--- src/rtl/apc_lut_pkg.sv ---
// apc_lut_pkg: shared constants for the sequential APC product LUT.
// FSM state encodings and the table-depth helper used by apc_lut_mult_seq.
package apc_lut_pkg;

    // FSM states: table empty, table filling, table ready for lookups
    localparam logic [1:0] ST_EMPTY = 2'd0;
    localparam logic [1:0] ST_FILL  = 2'd1;
    localparam logic [1:0] ST_READY = 2'd2;

    // Number of table entries for a given address width
    function automatic int lut_depth(input int x_w);
        return (32'sd1 <<< x_w);
    endfunction

endpackage

--- src/rtl/apc_lut_regfile.sv ---
// apc_lut_regfile: DEPTH x DW product table, one synchronous write port and
// one combinational read port. Storage is not reset; its contents are only
// meaningful after a complete fill.
module apc_lut_regfile #(
    parameter int DEPTH = 16,
    parameter int AW    = 4,
    parameter int DW    = 9
) (
    input  logic          clk,
    input  logic          we,
    input  logic [AW-1:0] waddr,
    input  logic [DW-1:0] wdata,
    input  logic [AW-1:0] raddr,
    output logic [DW-1:0] rdata
);

    logic [DW-1:0] mem [DEPTH];

    // Table write during fill
    always_ff @(posedge clk) begin
        if (we) begin
            mem[waddr] <= wdata;
        end
    end

    assign rdata = mem[raddr];

endmodule

--- src/rtl/apc_lut_mult_seq.sv ---
// apc_lut_mult_seq: runtime-loadable APC product table with pipelined lookup.
// A coef_load captures coefficient a and fills entry k = k*a (entry 0 holds
// 2**X_W * a) by repeated addition, one entry per cycle. Lookups then pass
// through a 2-stage valid/ready pipeline (address register, then table read
// into the output register).
// Optional feature macro: APC_LUT_PARITY_EN adds an even-parity bit per
// entry and a parity_err output flagging a corrupted read.
module apc_lut_mult_seq
    import apc_lut_pkg::*;
#(
    parameter int A_W = 5,
    parameter int X_W = 4,
    parameter int P_W = A_W + X_W
) (
    input  logic           clk,
    input  logic           rst_n,
    input  logic           coef_load,
    input  logic [A_W-1:0] coef,
    output logic           busy,
    input  logic           in_valid,
    output logic           in_ready,
    input  logic [X_W-1:0] x_dash,
    output logic           out_valid,
    input  logic           out_ready,
    output logic [P_W-1:0] apc_prod
`ifdef APC_LUT_PARITY_EN
    ,
    output logic           parity_err
`endif
);

    localparam int DEPTH = lut_depth(X_W);
`ifdef APC_LUT_PARITY_EN
    localparam int RF_W = P_W + 1;

    // Even parity: stored bit makes the total number of ones even
    function automatic logic even_par(input logic [P_W-1:0] d);
        return ^d;
    endfunction
`else
    localparam int RF_W = P_W;
`endif

    logic [1:0]      state_r;
    logic [P_W-1:0]  coef_r;
    logic [P_W-1:0]  acc_r;
    logic [X_W-1:0]  cnt_r;
    logic            s1_valid_r;
    logic [X_W-1:0]  s1_x_r;

    logic            stall_s;
    logic            accept_s;
    logic            we_s;
    logic [RF_W-1:0] wdata_s;
    logic [RF_W-1:0] rdata_s;
    logic [P_W-1:0]  rd_prod_s;

    // Flow control: a stalled output freezes the whole pipeline, and a
    // coefficient reload blocks new requests in the same cycle
    always_comb begin
        stall_s  = out_valid & ~out_ready;
        in_ready = (state_r == ST_READY) & ~coef_load & ~stall_s;
        accept_s = in_valid & in_ready;
        we_s     = (state_r == ST_FILL);
    end

    // Table write data: running product, plus its parity bit when enabled
    always_comb begin
`ifdef APC_LUT_PARITY_EN
        wdata_s = {even_par(acc_r), acc_r};
`else
        wdata_s = acc_r;
`endif
        rd_prod_s = rdata_s[P_W-1:0];
    end

    apc_lut_regfile #(
        .DEPTH (DEPTH),
        .AW    (X_W),
        .DW    (RF_W)
    ) u_rf (
        .clk   (clk),
        .we    (we_s),
        .waddr (cnt_r),
        .wdata (wdata_s),
        .raddr (s1_x_r),
        .rdata (rdata_s)
    );

    // Fill FSM: cnt walks 1..DEPTH-1 then wraps to 0; acc always equals cnt*a
    // (DEPTH*a when cnt wraps to 0), so every fill cycle writes entry cnt = acc
    always_ff @(posedge clk or negedge rst_n) begin
        if (!rst_n) begin
            state_r <= ST_EMPTY;
            busy    <= 1'b0;
            coef_r  <= {P_W{1'b0}};
            acc_r   <= {P_W{1'b0}};
            cnt_r   <= {X_W{1'b0}};
        end else if (coef_load) begin
            state_r <= ST_FILL;
            busy    <= 1'b1;
            coef_r  <= P_W'(coef);
            acc_r   <= P_W'(coef);
            cnt_r   <= X_W'(1);
        end else begin
            case (state_r)
                ST_FILL: begin
                    acc_r <= acc_r + coef_r;
                    cnt_r <= cnt_r + X_W'(1);
                    if (cnt_r == {X_W{1'b0}}) begin
                        state_r <= ST_READY;
                        busy    <= 1'b0;
                    end
                end
                ST_EMPTY, ST_READY: begin
                    busy <= 1'b0;
                end
                default: begin
                    state_r <= ST_EMPTY;
                    busy    <= 1'b0;
                end
            endcase
        end
    end

    // Lookup pipeline: stage1 holds the address, stage2 the table product;
    // a reload flushes both so no product from the old table escapes
    always_ff @(posedge clk or negedge rst_n) begin
        if (!rst_n) begin
            s1_valid_r <= 1'b0;
            s1_x_r     <= {X_W{1'b0}};
            out_valid  <= 1'b0;
            apc_prod   <= {P_W{1'b0}};
`ifdef APC_LUT_PARITY_EN
            parity_err <= 1'b0;
`endif
        end else if (coef_load) begin
            s1_valid_r <= 1'b0;
            out_valid  <= 1'b0;
`ifdef APC_LUT_PARITY_EN
            parity_err <= 1'b0;
`endif
        end else if (!stall_s) begin
            s1_valid_r <= accept_s;
            s1_x_r     <= x_dash;
            out_valid  <= s1_valid_r;
            if (s1_valid_r) begin
                apc_prod <= rd_prod_s;
            end
`ifdef APC_LUT_PARITY_EN
            parity_err <= s1_valid_r & (even_par(rd_prod_s) != rdata_s[P_W]);
`endif
        end
    end

endmodule

--- config.mk ---
export PLATFORM = sky130hd
export DESIGN_NAME = apc_lut_mult_seq
export DESIGN_NICKNAME = d
export VERILOG_FILES = /design/src/rtl/apc_lut_pkg.sv /design/src/rtl/apc_lut_regfile.sv /design/src/rtl/apc_lut_mult_seq.sv
export SDC_FILE = /design/constraint.sdc
export NUM_CORES = 1
export LEC_CHECK = 0
export ABC_CLOCK_PERIOD_IN_PS = 5300
export CORE_MARGIN = 1
export CORE_UTILIZATION = 45
export CTS_BUF_LIST = sky130_fd_sc_hd__clkbuf_2
export DETAILED_ROUTE_END_ITERATION = 16
export DONT_BUFFER_PORTS = 1
export SYNTH_ARGS = -nofsm -noshare
export SYNTH_HDL_FRONTEND = slang
export SYNTH_SLANG_ARGS = --single-unit
--- constraint.sdc ---
create_clock -name clk -period 5.3 [get_ports clk]
set_clock_uncertainty 0.1 [all_clocks]
set_input_delay 0.795 -clock clk [delete_from_list [all_inputs] [get_ports clk]]
set_output_delay 0.795 -clock clk [all_outputs]
set_load 0.05 [all_outputs]
==> impl_metrics.ini <==
[run_status]
status = finished, final reports clean

[pwr]
total_power_uw = 3343
p_clk_share_pct = 18.6
comb_power_share_pct = 16.3
p_int_uw = 2240
cellPowerDensity_nw_per_um2 = 427.8
peakVddDrop_uv = 264.7
swShare_pct = 33.00
p_seq_share_pct = 65.1
p_leak_uw = 0.002742
p_sw_uw = 1103

[final_layout]
ff_latch_area_um2 = 5226
multiInputGateArea_um2 = 1998
final_util_pct = 48.83
final_nets = 437
area_delta_synth_final_pct = 4.993
fillCellCount = 1419
drive_above_1_share_pct = 16.20
antennaDiodeCount = 0

[die]
rows = 46
chipHeight_um = 130.6
ios = 26
die_x_um = 130.6
initial_core_util_pct = 46.51
core_um2 = 16000
dieArea_um2 = 17060

[yosys]
netlist_area_um2 = 7442
synth_edf_count = 144
ys_seq_elements = 180
ys.flop_type = edfxtp_1
syn_nets = 430
ys_warn_count = 0
synthArstFlopShare_pct = 20.00
synth.distinct_cells = 53
avgSynthCellArea_um2 = 18.33
yosysSeqAreaShare_pct = 70.21
synthesis.instances = 406

[routing]
drc = 0
wl_per_cell_um = 22.93
num_vias = 3611
ant_nets = 0
drtPass1Iterations = 5
avgViaCountPerCell = 5.625
routed_wl_um = 14720
initialDrtViolationCount = 345

[placement]
post-place-ws_ps = 2694
port_buffers = 0
dpl.hpwl_um = 9048
gp_congestion = 0.7488

[cts]
clk_path_buf_depth = 2
cts_tree = done
cts.sinks = 180
cts_resized = 0
clock_latency_ps = 720
cts-root-buf = clkbuf_2
htreeDepth = 4
cts.clk_slew.worst_paths_ps = 240
cts_buffers = 17

[sta]
fmax_ghz = 0.3152
finalCriticalPeriod_ps = 3173
relSlewSlack_pct = 25.75
fin_setup_tns_ps = 0
hold_viol_final = 0
setup_ws_ps = 2127
whs_ps = 80.83
setup_violations = 0
worst_slew_pin_slew_ps = 1114
period_share_pct = 59.87
slew_viol_final = 0
rsz0062_at_grt = false

[global_routing]
grt_start_max_net_pins = 37
grt_pass1_vias = 3584
grt_pass1_wl_um = 22050
grt.overflow.total = 0
track_usage_pct = 18.95
antenna_found_initial = 0

[setup_path]
cp-end-kind = output port
reg2regPathDepth = 6
path_class = flop to output port
cp_data_required_time_ps = 4410
ff2ff_setup_slack_ps = 2720
critical_path_arrival_ps = 2280
start_kind = flop
cp_max_fo = 6
r2r_start = s1_x_r[2]$_DFFE_PN0P_
cp-startpoint = out_valid$_DFFE_PN0P_

[run]
cap_violations = 0

[hold_path]
min_from = x_dash[3]
min_path_cells = 2
hp-class = primary input to flop
power by group through the flow:
stage	logic [uW]	clock network, uW	registers (uW)
CTS	550	640	2180
finish	546	622	2180
floorplan	465	0	2080
global route	605	697	2210
detailed placement	537	0	2220
global placement	528	0	2200
path summary, 6_finish.rpt:
kind                                      endpoint
max                                       in_ready
min                          s1_x_r[3]$_DFFE_PN0P_
max reg2reg                apc_prod[0]$_DFFE_PN0P_
min reg2reg                  coef_r[0]$_DFFE_PN0P_
max in group asynchronous  apc_prod[0]$_DFFE_PN0P_
min in group asynchronous     acc_r[2]$_DFFE_PN0P_
critical path, stage by stage (launching register included):
cell and delay [ps]:
dfrtp_1 620, nor2b_4 250, nor3_2 690
per-stage QoR:
step / cell area (um^2) / instances
finish: 7814 / 642
global route: 7814 / 642
global placement: 7543 / 604
detailed placement: 7543 / 604
CTS: 7784 / 639
floorplan: 7442 / 406
sequential cells by signal, summed over array words and instances (netlist names):
signal	cells
cnt_r	4
acc_r	9
state_r	2
coef_r	5
s1_x_r	4
s1_valid_r	1
u_rf.mem	144
out_valid	1
apc_prod	9
busy	1
repair_timing:
item / 4_1_cts / 5_1_grt
hold buffers: 3 / 3
buffers inserted: 0 / 0
endpoints found under the hold margin: 57 / 2
placed cells by master, fill, tap and decap left out, drive strengths merged, types with 3 or more instances in the layout:
cell / count
xor2: 4
ha: 9
clkinv: 8
clkbuf: 17
and3: 5
mux2: 3
nor2: 18
and2: 13
o311ai: 8
clkinvlp: 4
o21ai: 16
a22oi: 10
dlygate4sd3: 5
mux4: 36
edfxtp: 144
nand2: 17
nand2b: 3
nor3: 4
dfrtp: 36
nor2b: 4
a31oi: 4
a21oi: 7
mux2i: 10
inv: 13
final cells by class:
type	instances	share of cell area (%)
sequential	180	66.89
multi-input combinational	196	25.57
tap	216	3.459
clock inverter	15	1.473
clock buffer	17	1.089
timing repair buffer	7	0.9928
inverter	11	0.5284
Yosys cell counts, types with 2 or more instances:
cell | instances | area, um^2
edfxtp_1 | 144 | 4324
dfrtp_1 | 36 | 900.9
mux4_2 | 24 | 540.5
nand2_1 | 17 | 63.81
nor2_1 | 17 | 63.81
and2_1 | 13 | 81.33
mux4_1 | 12 | 315.3
o21ai_0 | 12 | 60.06
inv_1 | 11 | 41.29
a22oi_1 | 10 | 75.07
mux2i_1 | 10 | 100.1
ha_1 | 9 | 112.6
buf_6 | 8 | 90.09
a21oi_1 | 7 | 35.03
o311ai_1 | 6 | 52.55
and3_1 | 5 | 31.28
clkbuf_1 | 5 | 18.77
clkbuf_8 | 5 | 68.82
a31oi_1 | 4 | 25.02
xor2_1 | 4 | 35.03
mux2_2 | 3 | 33.78
nand2b_1 | 3 | 18.77
nor3_1 | 3 | 15.01
o21ai_1 | 3 | 15.01
a21o_1 | 2 | 15.01
nand3_1 | 2 | 10.01
nor2b_1 | 2 | 12.51
o311ai_0 | 2 | 17.52
or2_2 | 2 | 12.51
or3_1 | 2 | 12.51
per-layer routing:
layer	up-vias	GRT usage [%]	wire length, um
met5	-	0	0
met4	0	6.423	124
met3	12	4.642	713
met2	76	28.73	7090
met1	1884	26.99	6791
li1	1639	-	-
cell families (layout without fill, tap and decap cells):
family	count (synthesis)	after routing	share of synthesized area, %
flops	180	180	70.21
simple gates	78	78	6.187
compound gates	54	54	4.926
mux	49	49	13.30
buf+inv	30	50	3.009
fa+ha+maj	10	10	1.782
xor+xnor	5	5	0.5884
No activity file was read; power rests on OpenSTA's default activity.
